`config.mk`:
```
export PLATFORM = sky130hd
export DESIGN_NAME = antares_load_store_unit
export DESIGN_NICKNAME = d
export VERILOG_FILES = /design/src/rtl/antares_load_store_unit_pkg.sv /design/src/rtl/antares_memory_aligner.sv /design/src/rtl/antares_load_store_unit.sv
export SDC_FILE = /design/constraint.sdc
export NUM_CORES = 1
export LEC_CHECK = 0
export ABC_CLOCK_PERIOD_IN_PS = 4350
export BUFFER_PORTS_ARGS = -buffer_cell sky130_fd_sc_hd__buf_2
export CAP_MARGIN = 10
export CORE_MARGIN = 4
export CORE_UTILIZATION = 49
export DETAILED_ROUTE_END_ITERATION = 10
export PLACE_DENSITY = 0.81
export SLEW_MARGIN = 20
export SYNTH_ARGS = -nofsm -noshare
export SYNTH_HDL_FRONTEND = slang
export SYNTH_SLANG_ARGS = --single-unit
export TNS_END_PERCENT = 30
```
`constraint.sdc`:
```
create_clock -name clk -period 4.35 [get_ports clk]
set_clock_uncertainty 0.05 [all_clocks]
set_input_delay 0.6525 -clock clk [delete_from_list [all_inputs] [get_ports clk]]
set_output_delay 0.6525 -clock clk [all_outputs]
set_load 0.02 [all_outputs]
```
`src/rtl/antares_load_store_unit_pkg.sv`:
```
// Shared definitions for the Antares load/store unit: FSM states and byte-lane select constants.
package antares_load_store_unit_pkg;

  typedef enum logic [1:0] {
    LSU_IDLE = 2'd0,
    LSU_REQ  = 2'd1,
    LSU_DONE = 2'd2
  } lsu_state_e;

  // Big-endian lanes: byte offset 0 lives on [31:24].
  localparam logic [3:0] BSEL_NONE  = 4'b0000;
  localparam logic [3:0] BSEL_BYTE0 = 4'b1000;
  localparam logic [3:0] BSEL_HALF0 = 4'b1100;
  localparam logic [3:0] BSEL_HALF2 = 4'b0011;
  localparam logic [3:0] BSEL_WORD  = 4'b1111;

endpackage

```
`src/rtl/antares_memory_aligner.sv`:
```
// Combinational big-endian lane steering: store replication/byte-select and load extraction/extension.
module antares_memory_aligner
  import antares_load_store_unit_pkg::*;
(
  input  logic [1:0]  offset_i,
  input  logic        byte_i,
  input  logic        half_i,
  input  logic        sign_ext_i,
  input  logic [31:0] store_data_i,
  input  logic [31:0] load_data_i,
  output logic [31:0] store_data_o,
  output logic [3:0]  byte_sel_o,
  output logic [31:0] load_data_o
);

  logic [7:0]  lane8;
  logic [15:0] lane16;

  always_comb begin
    store_data_o = store_data_i;
    byte_sel_o   = BSEL_WORD;
    load_data_o  = load_data_i;
    lane8        = '0;
    lane16       = '0;
    if (byte_i) begin
      byte_sel_o   = BSEL_BYTE0 >> offset_i;
      store_data_o = {4{store_data_i[7:0]}};
      case (offset_i)
        2'd0:    lane8 = load_data_i[31:24];
        2'd1:    lane8 = load_data_i[23:16];
        2'd2:    lane8 = load_data_i[15:8];
        default: lane8 = load_data_i[7:0];
      endcase
      load_data_o = {{24{sign_ext_i & lane8[7]}}, lane8};
    end else if (half_i) begin
      byte_sel_o   = offset_i[1] ? BSEL_HALF2 : BSEL_HALF0;
      store_data_o = {2{store_data_i[15:0]}};
      lane16       = offset_i[1] ? load_data_i[15:0] : load_data_i[31:16];
      load_data_o  = {{16{sign_ext_i & lane16[15]}}, lane16};
    end
  end

endmodule

```
`src/rtl/antares_load_store_unit.sv`:
```
// MEM-stage load/store unit: IDLE/REQ/DONE handshake to a 32-bit big-endian data port.
// Optional LL/SC link bit enabled by defining ANTARES_LLSC_EN.
module antares_load_store_unit
  import antares_load_store_unit_pkg::*;
(
  input  logic        clk,
  input  logic        rst,
  input  logic [31:0] mem_alu_result,
  input  logic [31:0] mem_mem_store_data,
  input  logic        mem_mem_write,
  input  logic        mem_mem_to_gpr_select,
  input  logic        mem_mem_byte,
  input  logic        mem_mem_halfword,
  input  logic        mem_mem_data_sign_ext,
  input  logic        mem_llsc,
  input  logic        mem_kernel_mode,
  input  logic        mem_flush,
  input  logic        mem_hold,
  input  logic        ll_clear,
  output logic [31:0] dport_address,
  output logic [31:0] dport_data_o,
  output logic [3:0]  dport_byte_sel,
  output logic        dport_write,
  output logic        dport_enable,
  input  logic [31:0] dport_data_i,
  input  logic        dport_ready,
  input  logic        dport_error,
  output logic [31:0] mem_read_data,
  output logic        mem_request_stall,
  output logic        exc_address_error_load,
  output logic        exc_address_error_store,
  output logic        exc_bus_error
);

  lsu_state_e  state_q, state_d;
  logic [31:0] addr_q, addr_d, wdata_q, wdata_d, result_q, result_d;
  logic [3:0]  sel_q, sel_d;
  logic [1:0]  off_q, off_d;
  logic        write_q, write_d, byte_q, byte_d, half_q, half_d;
  logic        sext_q, sext_d, llsc_q, llsc_d;
  logic        discard_q, discard_d, buserr_q, buserr_d;

  logic        is_word, access, misaligned, user_viol, addr_err, sc_fail, valid_access;
  logic        in_idle, in_req, in_done;
  logic [1:0]  al_off;
  logic        al_byte, al_half, al_sext;
  logic [31:0] al_store_data, al_load_data;
  logic [3:0]  al_sel;

  assign in_idle    = (state_q == LSU_IDLE);
  assign in_req     = (state_q == LSU_REQ);
  assign in_done    = (state_q == LSU_DONE);

  assign is_word    = ~mem_mem_byte & ~mem_mem_halfword;
  assign access     = (mem_mem_to_gpr_select | mem_mem_write) & ~mem_flush;
  assign misaligned = (mem_mem_halfword & mem_alu_result[0]) | (is_word & (|mem_alu_result[1:0]));
  assign user_viol  = ~mem_kernel_mode & mem_alu_result[31];
  assign addr_err   = access & (misaligned | user_viol);

`ifdef ANTARES_LLSC_EN
  logic link_q, link_d;

  assign sc_fail = mem_mem_write & mem_llsc & ~link_q;

  always_comb begin
    link_d = link_q;
    if (in_req && dport_ready) begin
      if (write_q) begin
        link_d = 1'b0;
      end else if (llsc_q && !dport_error && !discard_d) begin
        link_d = 1'b1;
      end
    end
    if (ll_clear) begin
      link_d = 1'b0;
    end
  end

  always_ff @(posedge clk or posedge rst) begin
    if (rst) begin
      link_q <= 1'b0;
    end else begin
      link_q <= link_d;
    end
  end
`else
  logic unused_ll_clear;

  assign sc_fail         = 1'b0;
  assign unused_ll_clear = ll_clear;
`endif

  assign valid_access = access & ~misaligned & ~user_viol & ~sc_fail;

  // One aligner serves both paths: live controls while issuing, latched controls while the load returns.
  assign al_off  = in_req ? off_q  : mem_alu_result[1:0];
  assign al_byte = in_req ? byte_q : mem_mem_byte;
  assign al_half = in_req ? half_q : mem_mem_halfword;
  assign al_sext = in_req ? sext_q : mem_mem_data_sign_ext;

  antares_memory_aligner u_aligner (
    .offset_i     (al_off),
    .byte_i       (al_byte),
    .half_i       (al_half),
    .sign_ext_i   (al_sext),
    .store_data_i (mem_mem_store_data),
    .load_data_i  (dport_data_i),
    .store_data_o (al_store_data),
    .byte_sel_o   (al_sel),
    .load_data_o  (al_load_data)
  );

  always_comb begin
    state_d   = state_q;
    addr_d    = addr_q;
    wdata_d   = wdata_q;
    sel_d     = sel_q;
    off_d     = off_q;
    write_d   = write_q;
    byte_d    = byte_q;
    half_d    = half_q;
    sext_d    = sext_q;
    llsc_d    = llsc_q;
    discard_d = discard_q;
    result_d  = result_q;
    buserr_d  = 1'b0;
    case (state_q)
      LSU_IDLE: begin
        if (valid_access) begin
          state_d   = LSU_REQ;
          addr_d    = {mem_alu_result[31:2], 2'b00};
          wdata_d   = al_store_data;
          sel_d     = al_sel;
          off_d     = mem_alu_result[1:0];
          write_d   = mem_mem_write;
          byte_d    = mem_mem_byte;
          half_d    = mem_mem_halfword;
          sext_d    = mem_mem_data_sign_ext;
          llsc_d    = mem_llsc;
          discard_d = 1'b0;
        end
      end
      LSU_REQ: begin
        // A late flush cannot abort the bus cycle; it only marks the result as dead.
        if (mem_flush) begin
          discard_d = 1'b1;
        end
        if (dport_ready) begin
          state_d  = LSU_DONE;
          buserr_d = dport_error;
          if (dport_error) begin
            result_d = '0;
          end else if (!write_q) begin
            result_d = al_load_data;
          end else begin
            result_d = {31'b0, llsc_q};
          end
        end
      end
      LSU_DONE: begin
        if (!mem_hold) begin
          state_d = LSU_IDLE;
        end
      end
      default: state_d = LSU_IDLE;
    endcase
  end

  always_ff @(posedge clk or posedge rst) begin
    if (rst) begin
      state_q   <= LSU_IDLE;
      addr_q    <= '0;
      wdata_q   <= '0;
      sel_q     <= BSEL_NONE;
      off_q     <= '0;
      write_q   <= 1'b0;
      byte_q    <= 1'b0;
      half_q    <= 1'b0;
      sext_q    <= 1'b0;
      llsc_q    <= 1'b0;
      discard_q <= 1'b0;
      result_q  <= '0;
      buserr_q  <= 1'b0;
    end else begin
      state_q   <= state_d;
      addr_q    <= addr_d;
      wdata_q   <= wdata_d;
      sel_q     <= sel_d;
      off_q     <= off_d;
      write_q   <= write_d;
      byte_q    <= byte_d;
      half_q    <= half_d;
      sext_q    <= sext_d;
      llsc_q    <= llsc_d;
      discard_q <= discard_d;
      result_q  <= result_d;
      buserr_q  <= buserr_d;
    end
  end

  assign dport_address           = addr_q;
  assign dport_data_o            = wdata_q;
  assign dport_byte_sel          = sel_q;
  assign dport_write             = write_q;
  assign dport_enable            = in_req;
  assign mem_read_data           = (in_done && !discard_q) ? result_q : '0;
  assign mem_request_stall       = ~rst & ((in_idle & valid_access) | in_req);
  assign exc_address_error_load  = ~rst & in_idle & addr_err & ~mem_mem_write;
  assign exc_address_error_store = ~rst & in_idle & addr_err & mem_mem_write;
  assign exc_bus_error           = ~rst & in_done & buserr_q & ~discard_q;

endmodule

```
==> results.txt <==
- The run finished with clean final reports.
* Leakage power: 3.496 nW
* Width of the die: 112.9 µm
- Number of buffers created by CTS: 9
- The worst pin sits at a relative slew slack of 42.59%.
- Clock latency reported for the late side of the worst-skew pair: 0.36 ns
- In this run the tool buffered the top-level ports with 212 buffer cells.
- Ant. Diodes: 0
- The count of endpoints failing hold in the final timing report was 0.
- Setup repair after global routing left no endpoint under its margin.
- Critical path arrival: 2.40 ns
- The min-delay analysis places its worst path in the category input port to async pin.
- After detailed placement, the design holds a cell count of 815.
- Entering global routing, the biggest net connects 69 pins.
- Internal power: 2.141 mW
- Fraction of power consumed by the clock network: 15.5%
- Count of yosys warnings during synthesis: 0
- In the final routed layout, each cell accounts on average for 18.01 µm.
* Area after DPL: 6531 µm²
- Largest family of logic cells by synthesized area: multiplexers
* FP Rows: 38
- Type of the worst setup path: register to output pin
- Sequential cells were found to cover 50.54% of the synthesized design area.
- Final routed wirelength across all metal layers: 14.97 mm
* Antenna violation net count after detailed routing: 0
* DRC violation total after the first TritonRoute iteration: 414
* Final-layout worst hold slack: 0.2952 ns
- First-pass GRT wire length: 23.85 mm
* Synthesized-area fraction occupied by ao, oa, aoi and oai cells: 16.21%
- Dividing total power by cell area gives a power density of 527.2 nW/µm².
- At the pin with the least slew margin, the transition time is 0.8611 ns.
- PostCTS Resize Cnt: 0
- Of the total power, registers draw 45.2%.
- Clock H-tree levels: 3
- Antenna violations before repair: 0
- Final setup fails: 0
* Area fraction in and, or, nand and nor cells after synthesis: 11.20%
- Highest fanout seen on the critical path: 41
- The first detailed-routing pass took 4 iterations.
- Synth Area per Inst: 11.06 µm²
- The wire-length estimate of the detail-placed layout is 11.10 mm.
- TritonCTS built the clock tree.
* Vias in the first global route: 4,722
* Area growth from synthesis to layout: 24.11%
* Clock tree root buffer cell: clkbuf_8
- F_max: 322.5 MHz
- Summing all non-filler instances in the final layout gives an area of 6698 µm².
- Clk sink count: 109
- For this run the aggregate overflow at the end of global routing stands at 0.
* Top cells by area in the synthesized netlist: dfrtp_1 (51%), mux2_2 (10%), mux2i_1 (6.5%)
- Number of primary I/O pins: 216
* Total negative slack for setup checks: 0 ns
- STA classifies the critical path endpoint as an output pin.
* Post-synth design cell area: 5396 µm²
* Largest buffer count on any clock path: 2
* Initial core utilization: 50.00%
- After clock tree synthesis, the clock-pin slew on the worst setup and hold paths is 0.10 ns.
* Comb power frac: 39.2%
- Final RePlAce weighted congestion: 0.9225
- The final critical path takes up 71.28% of the cycle.
* Die boundary height: 112.9 µm
- Of the cells placed in the final design, the portion with a size suffix greater than 1 is 43.99%.
- Summing the areas of all xor and xnor instances in the mapped netlist gives 0% of the synthesized area.
* Buffers inserted during post-CTS setup optimization: 0
* DRC: 0
- Fill cells: 911
* Final min period: 3.101 ns
* Post-cts hold buffer count: 0
- After floorplanning, the core was sized to cover 10,790 µm².
- Count of maximum capacitance violations: 0
* Worst supply voltage drop on vdd: 0.3415 mV
- Number of nets at the end of the flow: 796
- After layout, the design draws a total of 3.531 mW.
* Area fraction of the dominant cell type after synthesis: 50.54%
- Cell count after synthesis: 488
- Max Transition Viols Final: 0
* Global-route total usage across every layer: 23.40%
- Via Count: 4,580
- Adder-cell share of the synthesized area: 0%
- Using the TritonRoute via totals, the vias-per-cell ratio works out to 5.511.
* Die outline area: 12,760 µm²
* Dominant cell type by area after synthesis: dfrtp_1
- The netlist uses 48 different library cells.
- Startpoint Class: register
- Total of flip-flops plus latches after synthesis: 109
- Summed over all nets, the switching power comes to 1.390 mW.
- Fraction of synthesized area in multiplexers: 17.97%
- For the worst setup path, the data required time is 3.65 ns.
- Number of standard cells in the final layout excluding fillers: 831
- Net switching is 39.36% of the power.
## worst max-delay path, stage by stage (launching register included)
cell and delay, ns:
dfrtp_1 0.50, nor4_1 0.67, o221ai_4 0.18, buf_4 0.32, a21oi_1 0.17, buf_2 0.17
## power by group through the flow
stage,logic [mW],clock network (mW),registers [mW]
3_5_place_dp,1.40,0,1.61
6_report,1.39,0.548,1.60
2_1_floorplan,0.622,0,1.88
3_3_place_gp,1.36,0,1.59
4_1_cts,1.40,0.566,1.60
5_1_grt,1.51,0.606,1.65
## metal layers
layer  track usage [%]  wire [µm]
met5                 0          0
met4             8.173        347
met3             7.487       1449
met1             29.25       6129
met2             38.43       7041
## state kept, by name, indices dropped and copies added, names as in the netlist
signal / flops
dport_data_o: 32
dport_write: 1
dport_address: 30
byte_q: 1
llsc_q: 1
half_q: 1
discard_q: 1
state_q: 2
sext_q: 1
off_q: 2
dport_byte_sel: 4
buserr_q: 1
result_q: 32
## cell families (layout without fill, tap and decap cells)
family / after synthesis / count (layout)
AOI/OAI and AO/OA: 135 / 135
buffers and inverters: 41 / 243
other: 1 / 2
DFF: 109 / 109
muxes: 88 / 88
and+or+nand+nor: 114 / 114
## stage by stage
stage | setup slack (ns) | util, %
finish | 1.249 | 62.06
global route | 1.082 | 62.06
CTS | 1.242 | 62.06
detailed placement | 1.487 | 60.51
global placement | 1.466 | 60.51
floorplan | 0.08721 | -
## path summary, 6_finish.rpt
kind	cells after the start	slack [ns]	end	from
max in group asynchronous	3	2.67	result_q[12]$_DFFE_PP0P_	rst
hold reg to reg	1	0.43	dport_data_o[29]$_DFFE_PP0P_	dport_data_o[29]$_DFFE_PP0P_
setup / recovery	5	1.25	mem_request_stall	state_q[0]$_DFFE_PP0P_
min in group clk	1	0.43	dport_data_o[29]$_DFFE_PP0P_	dport_data_o[29]$_DFFE_PP0P_
hold / removal	2	0.30	dport_address[30]$_DFFE_PP0P_	rst
setup reg to reg	7	1.50	result_q[30]$_DFFE_PP0P_	state_q[1]$_DFFE_PP0P_
## cell type report
cell class | instances | area, µm² | share of cell area, %
clock buffers | 10 | 127.6 | 1.905
clock inverters | 6 | 38.79 | 0.5791
inverters | 8 | 32.53 | 0.4857
multi-input cells | 339 | 2482 | 37.06
flip-flops and latches | 109 | 2728 | 40.72
well taps | 140 | 175.2 | 2.615
repair buffers | 219 | 1114 | 16.63
## cells in the mapped netlist (all sizes together)
library cell,number
dfrtp,109
o21ai,56
nand2,55
mux2,52
mux2i,36
and2,32
buf,17
clkbuf,16
o31ai,16
a21oi,14
a211oi,10
a21o,10
a22o,9
nor2,9
inv,8
o22ai,8
o211ai,5
a31oi,4
and3,3
and4bb,3
nor3,3
a21boi,1
a31o,1
and4,1
and4b,1
conb,1
nand2b,1
nand3,1
nand3b,1
nor2b,1
nor3b,1
nor4,1
o221ai,1
or3,1
## cell usage in the layout, fill, tap and decap left out, drive strengths merged, types with 2 or more instances in the layout
cell type / netlist / layout
a211oi: 10 / 10
a21o: 10 / 10
a21oi: 14 / 14
a22o: 9 / 9
a31oi: 4 / 4
and2: 32 / 32
and3: 3 / 3
and4bb: 3 / 3
buf: 17 / 219
clkbuf: 16 / 10
clkinv: 0 / 3
clkinvlp: 0 / 2
conb: 1 / 2
dfrtp: 109 / 109
inv: 8 / 9
mux2: 52 / 52
mux2i: 36 / 36
nand2: 55 / 55
nor2: 9 / 9
nor3: 3 / 3
o211ai: 5 / 5
o21ai: 56 / 56
o22ai: 8 / 8
o31ai: 16 / 16
No activity file was read; power rests on OpenSTA's default activity.
